<file path="src/rtl/lsu.sv">
// lsu - RV32I load/store unit driving the data port of the `ram` block.
//
// Accepts one load/store per handshake, forms the effective address
// (base + sign-extended 12-bit offset), checks funct3 legality, range and
// alignment, then performs a single RAM access and returns a one-cycle
// response. Illegal requests complete with rsp_fault and never touch RAM.
//
// Parameters:
//   ADDR_W  RAM byte-address width (matches ram.d_addr)
//   RD_LAT  cycles from address presented to d_out valid (1..3)
//
// Ports:
//   clk, reset (sync, active-low)
//   req_*   request from execute: valid/ready handshake, store flag,
//           funct3, base, offset, store data
//   rsp_*   one-cycle completion pulse, load data, fault flag
//   d_*, w_en, u_en  RAM data port (address, write data, read data, size,
//           write strobe, zero-extend select)
//
// Optional feature (macro LSU_MISALIGNED_SPLIT_EN): misaligned half/word
// accesses are split into sequential byte accesses instead of faulting.
//
// state  | meaning
// IDLE   | ready for a request; decode and check it on req_valid
// ISSUE  | single RAM access cycle (w_en pulses here for stores)
// WAIT   | load: count RD_LAT cycles, then capture d_out
// RESP   | rsp_valid pulse, success
// FAULT  | rsp_valid pulse with rsp_fault, no RAM access
// SPLIT  | byte-by-byte access of a misaligned half/word (optional)

module lsu #(
  parameter int ADDR_W = 14,
  parameter int RD_LAT = 1
) (
  input  logic              clk,
  input  logic              reset,
  input  logic              req_valid,
  output logic              req_ready,
  input  logic              req_store,
  input  logic [2:0]        req_funct3,
  input  logic [31:0]       req_base,
  input  logic [11:0]       req_offset,
  input  logic [31:0]       req_wdata,
  output logic              rsp_valid,
  output logic [31:0]       rsp_data,
  output logic              rsp_fault,
  output logic [ADDR_W-1:0] d_addr,
  output logic [31:0]       d_in,
  input  logic [31:0]       d_out,
  output logic [1:0]        d_size,
  output logic              w_en,
  output logic              u_en
);

  typedef enum logic [2:0] {
    S_IDLE,
    S_ISSUE,
    S_WAIT,
    S_RESP,
    S_FAULT,
    S_SPLIT
  } state_t;

  localparam logic [1:0] RD_LAT_M1 = 2'(RD_LAT - 1);

  state_t      r_state;
  logic        r_store;
  logic [1:0]  r_cnt;

  logic [31:0] w_ea;
  logic        w_oor;
  logic        w_f3_bad;
  logic        w_half;
  logic        w_word;
  logic        w_mis;
  logic        w_fault;

  assign w_ea   = req_base + {{20{req_offset[11]}}, req_offset};
  // Any address bit above the RAM window means out of range.
  assign w_oor  = (w_ea >> ADDR_W) != 32'd0;
  assign w_f3_bad = req_store ? (req_funct3 > 3'd2)
                              : ((req_funct3 == 3'd3) || (req_funct3[2:1] == 2'b11));
  assign w_half = (req_funct3[1:0] == 2'd1);
  assign w_word = (req_funct3[1:0] == 2'd2);
  assign w_mis  = (w_half & w_ea[0]) | (w_word & (w_ea[1:0] != 2'd0));

`ifdef LSU_MISALIGNED_SPLIT_EN
  logic [2:0]    r_funct3;
  logic [31:0]   r_wdata;
  logic [31:0]   r_asm;
  logic [1:0]    r_idx;
  logic [1:0]    r_last_idx;
  logic          r_rd_wait;
  logic          r_fin;
  logic [1:0]    w_next_idx;
  logic [ADDR_W:0] w_last;
  logic          w_split_oor;
  logic [31:0]   w_split_ext;

  // A split must fit entirely inside the RAM; the carry out of the
  // last-byte address flags a wrap past the top.
  assign w_last      = {1'b0, w_ea[ADDR_W-1:0]} + (w_word ? (ADDR_W+1)'(3) : (ADDR_W+1)'(1));
  assign w_split_oor = w_last[ADDR_W];
  assign w_fault     = w_oor | w_f3_bad | (w_mis & w_split_oor);
  assign w_next_idx  = r_idx + 2'd1;

  // Bytes come back zero-extended, so the LSU applies the sign itself.
  always_comb begin
    w_split_ext = r_asm;
    case (r_funct3)
      3'b001:  w_split_ext = {{16{r_asm[15]}}, r_asm[15:0]};
      3'b101:  w_split_ext = {16'h0000, r_asm[15:0]};
      default: w_split_ext = r_asm;
    endcase
  end
`else
  assign w_fault = w_oor | w_f3_bad | w_mis;
`endif

  assign req_ready = reset && (r_state == S_IDLE);

  always_ff @(posedge clk) begin
    if (!reset) begin
      r_state   <= S_IDLE;
      r_store   <= 1'b0;
      r_cnt     <= '0;
      d_addr    <= '0;
      d_in      <= '0;
      d_size    <= '0;
      w_en      <= 1'b0;
      u_en      <= 1'b0;
      rsp_valid <= 1'b0;
      rsp_fault <= 1'b0;
      rsp_data  <= '0;
`ifdef LSU_MISALIGNED_SPLIT_EN
      r_funct3   <= '0;
      r_wdata    <= '0;
      r_asm      <= '0;
      r_idx      <= '0;
      r_last_idx <= '0;
      r_rd_wait  <= 1'b0;
      r_fin      <= 1'b0;
`endif
    end else begin
      case (r_state)
        S_IDLE: begin
          if (req_valid) begin
            r_store <= req_store;
            if (w_fault) begin
              r_state   <= S_FAULT;
              rsp_valid <= 1'b1;
              rsp_fault <= 1'b1;
              rsp_data  <= '0;
            end
`ifdef LSU_MISALIGNED_SPLIT_EN
            else if (w_mis) begin
              r_state    <= S_SPLIT;
              r_funct3   <= req_funct3;
              r_wdata    <= req_wdata;
              r_asm      <= '0;
              r_idx      <= '0;
              r_last_idx <= w_word ? 2'd3 : 2'd1;
              r_rd_wait  <= 1'b0;
              r_fin      <= 1'b0;
              r_cnt      <= RD_LAT_M1;
              d_addr     <= w_ea[ADDR_W-1:0];
              d_size     <= 2'd0;
              u_en       <= 1'b1;
              d_in       <= {24'h0, req_wdata[7:0]};
              w_en       <= req_store;
            end
`endif
            else begin
              r_state <= S_ISSUE;
              d_addr  <= w_ea[ADDR_W-1:0];
              d_size  <= req_funct3[1:0];
              u_en    <= req_funct3[2];
              d_in    <= req_wdata;
              w_en    <= req_store;
            end
          end
        end

        S_ISSUE: begin
          w_en <= 1'b0;
          if (r_store) begin
            r_state   <= S_RESP;
            rsp_valid <= 1'b1;
            rsp_fault <= 1'b0;
            rsp_data  <= '0;
          end else begin
            r_state <= S_WAIT;
            r_cnt   <= RD_LAT_M1;
          end
        end

        S_WAIT: begin
          if (r_cnt == 2'd0) begin
            r_state   <= S_RESP;
            rsp_data  <= d_out;
            rsp_valid <= 1'b1;
            rsp_fault <= 1'b0;
          end else begin
            r_cnt <= r_cnt - 2'd1;
          end
        end

        S_RESP: begin
          rsp_valid <= 1'b0;
          r_state   <= S_IDLE;
        end

        S_FAULT: begin
          rsp_valid <= 1'b0;
          rsp_fault <= 1'b0;
          r_state   <= S_IDLE;
        end

`ifdef LSU_MISALIGNED_SPLIT_EN
        S_SPLIT: begin
          if (r_fin) begin
            // Extra cycle after the last byte lands, used for extension.
            r_state   <= S_RESP;
            rsp_data  <= w_split_ext;
            rsp_valid <= 1'b1;
            rsp_fault <= 1'b0;
          end else if (r_store) begin
            if (r_idx == r_last_idx) begin
              r_state   <= S_RESP;
              w_en      <= 1'b0;
              rsp_valid <= 1'b1;
              rsp_fault <= 1'b0;
              rsp_data  <= '0;
            end else begin
              r_idx  <= w_next_idx;
              d_addr <= d_addr + ADDR_W'(1);
              d_in   <= {24'h0, r_wdata[{w_next_idx, 3'b000} +: 8]};
              w_en   <= 1'b1;
            end
          end else if (!r_rd_wait) begin
            // Address of the current byte is on the bus this cycle.
            r_rd_wait <= 1'b1;
            r_cnt     <= RD_LAT_M1;
          end else if (r_cnt != 2'd0) begin
            r_cnt <= r_cnt - 2'd1;
          end else begin
            r_asm[{r_idx, 3'b000} +: 8] <= d_out[7:0];
            r_rd_wait <= 1'b0;
            if (r_idx == r_last_idx) begin
              r_fin <= 1'b1;
            end else begin
              r_idx  <= w_next_idx;
              d_addr <= d_addr + ADDR_W'(1);
            end
          end
        end
`endif

        default: r_state <= S_IDLE;
      endcase
    end
  end

endmodule
</file>
<file path="config.mk">
export PLATFORM = sky130hd
export DESIGN_NAME = lsu
export DESIGN_NICKNAME = d
export VERILOG_FILES = /design/src/rtl/lsu.sv
export SDC_FILE = /design/constraint.sdc
export NUM_CORES = 1
export LEC_CHECK = 0
export CORE_MARGIN = 4
export CORE_UTILIZATION = 45
export CTS_CLUSTER_SIZE = 14
export DETAILED_ROUTE_END_ITERATION = 8
export PLACE_DENSITY = 0.8
export SLEW_MARGIN = 20
export SYNTH_ARGS = -nofsm -noshare
export SYNTH_HDL_FRONTEND = slang
export SYNTH_SLANG_ARGS = --single-unit
</file>
<file path="constraint.sdc">
create_clock -name clk -period 4.8 [get_ports clk]
set_input_delay 0.72 -clock clk [delete_from_list [all_inputs] [get_ports clk]]
set_output_delay 0.72 -clock clk [all_outputs]
set_load 0.05 [all_outputs]
</file>
==> out/summary.txt, run 1 <==
RSZ-0062 raised after global routing: false
FF-to-FF path depth: 6
Critical path origin: req_base[0]
P per Cell Area: 237 nW/µm²
Hold_buf cts: 0
Die Wd: 118 µm
Reg2reg start: r_state[0]$_SDFFE_PN0P_
Reg clk slew, reported paths: 60 ps
Syn avg cell area: 7.61 µm²
Layout cells sized above 1: 3.57%
Synth cell types: 58
Post-CTS Setup Inserts: 0
Post-synth EDFFs: 0
Floorplan core area: 11,700 µm²
GRT Util Overall: 22.8%
CTS max path bufs: 2
Placement row count: 39
Largest net degree at the start of global routing: 101
Slew @ Worst Pin: 806 ps
Setup TNS: 0 ps
Critical Path Sink Type: register
Crit path required time: 5060 ps
Post-Route WL: 16.7 mm
Outcome: finished clean
DR WL/cell: 16.0 µm
Leak: 2.91 nW
Part of the cycle the worst path needs: 89.8%
DRT antenna net count: 0
Flops & latches, synth: 90
CP Depth: 16
Pins over their slew limit: 0
Antenna violations before repair: 0
Worst min path class: register to register
Min Tclk post-route: 4310 ps
Ys flop type: dfxtp_1
Worst hold slack: 454 ps
Worst skew pair latency: 340 ps
Die area: 14,000 µm²
CP max FO: 32
Max cap viols: 0
Area Growth Syn to Fin: 43.0%
Antenna Diode Count: 0
Gr busiest metal: met2
Clk root buf: clkbuf_16
Syn Inst Count: 718
CP max stage delay: 440 ps
CP Buf/Inv Count: 4
CTS Sinks: 90
H-Tree Depth: 3
M3 GR Usage: 5.83%
Worst vdd ir: 178 µV
Most frequent CP cell: buf_4
Starting Density: 46.9%
PortBufs: 199
Met2 usage: 40.2%
CP Class: input port to register
Synth Net Count: 866
Avg Vias per Cell: 5.72
Final Hold Vio Count: 0
Hold Path Cell Cnt: 2
Synthesized cell area: 5470 µm²
Slowest stage cell, crit path: nor4_1
Nets: 1,040
Critical path startpoint category: input port
Setup Skew: 8.28 ps
Via count: 5,948
Relative slew slack: 46.3%
Vias in the first global route: 5,591
CTS tree: built
# IOs: 200
HP Start: d_in[26]$_SDFFE_PN0P_
Register area share after synthesis: 33.0%
Met1 usage in global routing: 26.9%
Worst path cell trace: clkdlybuf4s50_1 -> ha_1 -> fa_1 -> a21o_1 -> a221oi_2 -> buf_4 -> nand2b_1 -> a31oi_1 -> a21oi_1 -> xnor2_1 -> nor4_1 -> buf_4 -> o2111ai_1 -> nand2_2 -> buf_12 -> mux2i_1
Fmax: 0.232 GHz
Final setup violation count: 0
WP data arrival: 4580 ps
Global-route wire length before repair: 26.8 mm
YS warnings: 0
DRC Markers: 0
DR iter-0 viols: 393
Die height: 118 µm
Drt first pass iters: 5
Final HPWL DP: 12.9 mm
Num CTS Buffers: 9
Grt ovf: 0
Async set-reset flop share out of synthesis: 0%
CP delay by family, top: compound AO/OA/AOI/OAI gates
Gp weighted congestion: 0.989
# resized after CTS: 0
==> cell usage in the layout, fill, tap and decap left out, drive strengths merged, types with 8 or more instances in the layout <==
cell type,instances
a21oi,48
buf,9
clkbuf,10
clkdlybuf4s50,198
dfxtp,90
ha,32
inv,14
mux2i,35
nand2,148
nand3,55
nand4,9
nor2,27
nor3,14
o21a,9
o21ai,85
or3,8
xnor2,9
==> kinds of logic after synthesis <==
| family | share of synthesized area (%) |
|---|---|
| and+or+nand+nor | 24.2 |
| AOI/OAI and AO/OA | 21.7 |
| DFF | 33.0 |
| buffers and inverters | 4.55 |
| muxes | 6.61 |
| adders and majority gates | 7.69 |
| xor gates and xnor gates | 2.24 |
==> final cells by class <==
cell class / count / area (µm²)
fill: 942 / 3850
tap: 143 / 179
inverter: 13 / 48.8
timing repair buffer: 207 / 2070
sequential: 90 / 1800
multi-input combinational: 571 / 3430
clock inverter: 6 / 41.3
clock buffer: 10 / 239
==> where the power goes <==
| group | leakage, nW | total, mW | switching [mW] | internal (mW) |
|---|---|---|---|---|
| combinational | 2.05 | 0.452 | 0.238 | 0.214 |
| sequential | 0.725 | 0.752 | 0.00276 | 0.749 |
| clock | 0.131 | 0.652 | 0.288 | 0.364 |
| total | 2.91 | 1.86 | 0.529 | 1.33 |
==> worst register-to-register path: stages, from the launching register on <==
cell	delay, ps
dfxtp_1	650
nor3_1	140
and2_0	300
o2111ai_4	160
buf_12	360
nand3_1	160
o21ai_1	120
==> flip-flops by register name, indices dropped and copies added, names as in the netlist <==
register   cells
d_in          32
r_cnt          2
rsp_fault      1
r_state        3
w_en           1
d_size         2
d_addr        14
rsp_data      32
r_store        1
rsp_valid      1
u_en           1
==> metal layers <==
metal	share of wire, %	vias to the layer above	wire length, µm
met5	0	-	0
met4	2.4	0	402
met3	7.2	28	1210
met2	49	243	8150
met1	42	2743	6920
li1	-	2934	-
==> synth_stat cells (all sizes together), types with 6 or more instances <==
| library cell | number | share of area, % |
|---|---|---|
| nand4 | 9 | 1.0 |
| nor3 | 14 | 1.3 |
| nand2 | 148 | 10 |
| buf | 16 | 1.7 |
| o211ai | 7 | 0.96 |
| xnor2 | 9 | 1.4 |
| or3 | 8 | 0.92 |
| inv | 13 | 0.89 |
| nand2b | 7 | 0.80 |
| nor2 | 27 | 1.9 |
| ha | 32 | 7.3 |
| a21oi | 48 | 4.4 |
| clkbuf | 28 | 1.9 |
| nand3 | 55 | 5.0 |
| o21ai | 85 | 7.8 |
| dfxtp | 90 | 33 |
| nor2b | 6 | 0.69 |
| mux2i | 35 | 6.4 |
| o21a | 9 | 1.2 |
| a21o | 6 | 0.82 |
==> stage by stage <==
stage / instance area (µm²) / cells / setup slack [ps] / power [mW] / utilization (%)
floorplan: 5470 / 718 / 1060 / 1.04 / -
global placement: 7540 / 1024 / 207 / 1.21 / 64.6
detailed placement: 7540 / 1024 / 159 / 1.21 / 64.6
CTS: 7820 / 1040 / 491 / 1.86 / 67.0
global route: 7820 / 1040 / 249 / 1.93 / 67.0
finish: 7820 / 1040 / 487 / 1.86 / 67.0
==> worst paths after layout <==
path                                                  end  slack [ps]
worst max register to register       d_in[7]$_SDFFE_PN0P_        2840
worst min-delay path                d_in[26]$_SDFFE_PN0P_         450
worst max-delay path            rsp_data[10]$_SDFFE_PN0P_         490
worst min register to register      d_in[26]$_SDFFE_PN0P_         450
Power figures use the tool's default switching activity.
==> run 2, diff against run 1 <==
- ABC_AREA: default -> 1
- CORE_UTILIZATION: 45 -> 47
- CTS_CLUSTER_DIAMETER: default -> 120
==> run 2 against run 1 <==
Critical path depth rose by 3. Combinational power rose by 40%. Die area rose by 8.2%. Wire length rose by 11%. First-iteration DRC count rose by 29%. Sequential cell count did not move. Total power rose by 15%. Global-route usage rose by 1.1 points. Design area rose by 11%. Worst hold slack improved by 11 ps. Clock power rose by 11%. Non-clock buffer count fell by 1. Critical endpoint is now rsp_data[21]$_SDFFE_PN0P_. Highest routed layer unchanged.
==> out/summary.txt, run 2 <==
Min Tclk post-route: 3610 ps (-704 ps)
Synth cell count leaders: nand2_1, nor2_1, inv_1, dfxtp_1, o21ai_0
Setup TNS: 0 ps (unchanged)
Syn avg cell area: 5.90 µm² (-22%)
Post-Route WL: 18.5 mm (+11%)
Clk root buf: clkbuf_16
Uppermost layer routed: met4
Vias in the first global route: 6,254 (+12%)
Post-synth top area share: 29.0% (-4.0 points)
Starting Density: 48.6% (+1.8 points)
H-Tree Depth: 3 (unchanged)
Async set-reset flop share out of synthesis: 0% (unchanged)
GRT Util Overall: 23.9% (+1.1 points)
Leak: 4.37 nW (+50%)
Drt first pass iters: 5 (unchanged)
Num CTS Buffers: 9 (unchanged)
Most frequent cell after synthesis: nand2_1
Synth Net Count: 1,200 (+39%)
Largest registers: d_in (32), rsp_data (32), d_addr (14)
DR WL/cell: 13.1 µm (-19%)
Outcome: finished clean
Global-route wire length before repair: 29.3 mm (+9.3%)
Most frequent cells in the layout: nand2_1, nor2_1, clkdlybuf4s50_1
Largest area contributor in the netlist: dfxtp_1
Grt ovf: 0 (unchanged)
CTS max path bufs: 2 (unchanged)
Floorplan core area: 12,800 µm² (+9.5%)
Antenna Diode Count: 0 (unchanged)
# resized after CTS: 0 (unchanged)
# IOs: 200 (unchanged)
Avg Vias per Cell: 4.85 (-15%)
RSZ-0062 raised after global routing: false
Gp weighted congestion: 0.959 (-3.0%)
Final Hold Vio Count: 0 (unchanged)
Ys flop type: dfxtp_1
Synth cell types: 38 (-34%)
CP Class: input port to register
Syn Inst Count: 1,052 (+47%)
Post-CTS Setup Inserts: 0 (unchanged)
Worst skew pair latency: 340 ps (about the same)
Critical path startpoint category: input port
Reg2reg start: r_state[0]$_SDFFE_PN0P_
Critical path origin: req_offset[11]
Die area: 15,100 µm² (+8.2%)
Crit path required time: 4990 ps (-70 ps)
DRC Markers: 0 (unchanged)
Reg clk slew, reported paths: 60 ps (about the same)
Fillers: 1,155 (+23%)
Length of routed met3 wiring: 1.34 mm (+11%)
Synthesized cell area: 6210 µm² (+14%)
Worst min path class: register to register
PortBufs: 199 (unchanged)
Fmax: 0.277 GHz (+20%)
WP data arrival: 3800 ps (-780 ps)
Placement row count: 41 (+5.1%)
Part of the cycle the worst path needs: 75.2% (-15 points)
P per Cell Area: 247 nW/µm² (+3.9%)
Hold_buf cts: 0 (unchanged)
YS warnings: 0 (unchanged)
Antenna violations before repair: 0 (unchanged)
Largest net degree at the start of global routing: 67 (-34%)
Max cap viols: 0 (unchanged)
Worst vdd ir: 150 µV (-15%)
Flops & latches, synth: 90 (unchanged)
Met2 wire len: 8.67 mm (+6.4%)
Nets: 1,385 (+33%)
Final setup violation count: 0 (unchanged)
CTS Sinks: 90 (unchanged)
CTS tree: built
CP max FO: 38 (+19%)
Register area share after synthesis: 29.0% (-4.0 points)
Post-Route M1 WL: 8.06 mm (+16%)
Area contributors post-synth: dfxtp_1, nand2_1, nor2_1
Setup Skew: 9.25 ps (+0.971 ps)
Pins over their slew limit: 0 (unchanged)
Die height: 123 µm (+4.0%)
Relative slew slack: 46.0% (-0.32 points)
Commonest non-fill, non-tap cell in the layout: nand2_1
Slew @ Worst Pin: 809 ps (+2.91 ps)
HP Start: w_en$_SDFFE_PN0P_
Via count: 6,854 (+15%)
Die Wd: 123 µm (+4.0%)
DR iter-0 viols: 506 (+29%)
Layout cells sized above 1: 4.27% (+0.70 points)
DRT antenna net count: 0 (unchanged)
Area Growth Syn to Fin: 39.4%
Post-synth EDFFs: 0 (unchanged)
Final core occ: 67.8% (+0.75 points)
Final HPWL DP: 14.5 mm (+12%)
Critical Path Sink Type: register
==> run 2: cell types whose count changed in the layout (fill, tap and decap cells not counted), sizes merged, moves of 9 or more <==
cell and change:
a21oi -19, inv +158, mux2i -35, nand2 +177, nand4 +20, nor2 +179
nor3 -12, o21ai -30, xnor2 -9
==> run 2: path summary, 6_finish.rpt <==
check,to,slack [ps],depth (start not counted)
setup / recovery,rsp_data[21]$_SDFFE_PN0P_,1190,19
hold / removal,w_en$_SDFFE_PN0P_,470,2
setup reg to reg,rsp_data[31]$_SDFFE_PN0P_,2420,12
hold reg to reg,w_en$_SDFFE_PN0P_,470,2
==> run 2: through the flow <==
step | power (mW) | worst slack [ps] | cells | hold WS [ps] | instance area (µm²)
floorplan | 1.19 | 1780 | 1052 | 444 | 6210
global placement | 1.42 | 903 | 1398 | 451 | 8340
detailed placement | 1.42 | 853 | 1398 | 457 | 8340
CTS | 2.14 | 1210 | 1414 | 467 | 8660
global route | 2.25 | 791 | 1414 | 494 | 8660
finish | 2.14 | 1190 | 1414 | 465 | 8660
==> run 2: cell type report <==
class	instances	area [µm²]	share of cell area (%)
multi-input cells	755	3600	41.6
repair buffers	206	2060	23.8
flip-flops and latches	90	1800	20.8
inverters	175	657	7.59
clock buffers	11	253	2.92
well taps	172	215	2.49
clock inverters	5	61.3	0.708
==> run 2: report_power, final <==
part | switching, mW | leakage, nW | total [mW] | internal (mW)
logic | 0.376 | 3.49 | 0.631 | 0.255
clock network | 0.291 | 0.144 | 0.724 | 0.433
registers | 0.0110 | 0.732 | 0.780 | 0.769
total | 0.678 | 4.37 | 2.14 | 1.46
==> run 2: logic make-up (layout without fill, tap and decap cells) <==
group	after synthesis	in the layout	share of synthesized area [%]
and+or+nand+nor	617	617	41.6
buffers and inverters	207	397	13.0
AOI/OAI and AO/OA	92	92	7.82
DFF	90	90	29.0
adders and majority gates	33	33	6.77
xor gates and xnor gates	13	13	1.83
==> run 2: worst max-delay path: stages <==
cell and delay, ps:
clkdlybuf4s50_1 390, buf_4 210, ha_1 420, nand2_1 160
nor2_1 230, nand2_1 100, clkinv_1 70, nand3_1 130
nand4_1 120, nand2_1 60, nor2_1 110, nand3_1 140
nor2_4 150, nand3_4 150, nand3_2 190, buf_12 230
nand2_1 70, nand2_1 60, nor2_1 50
==> run 2: metal layers <==
layer  global-route usage, %  vias up
met5                       0        -
met4                    6.72        0
met3                    4.71       33
met2                    41.0      232
met1                    30.6     2985
li1                        -     3604
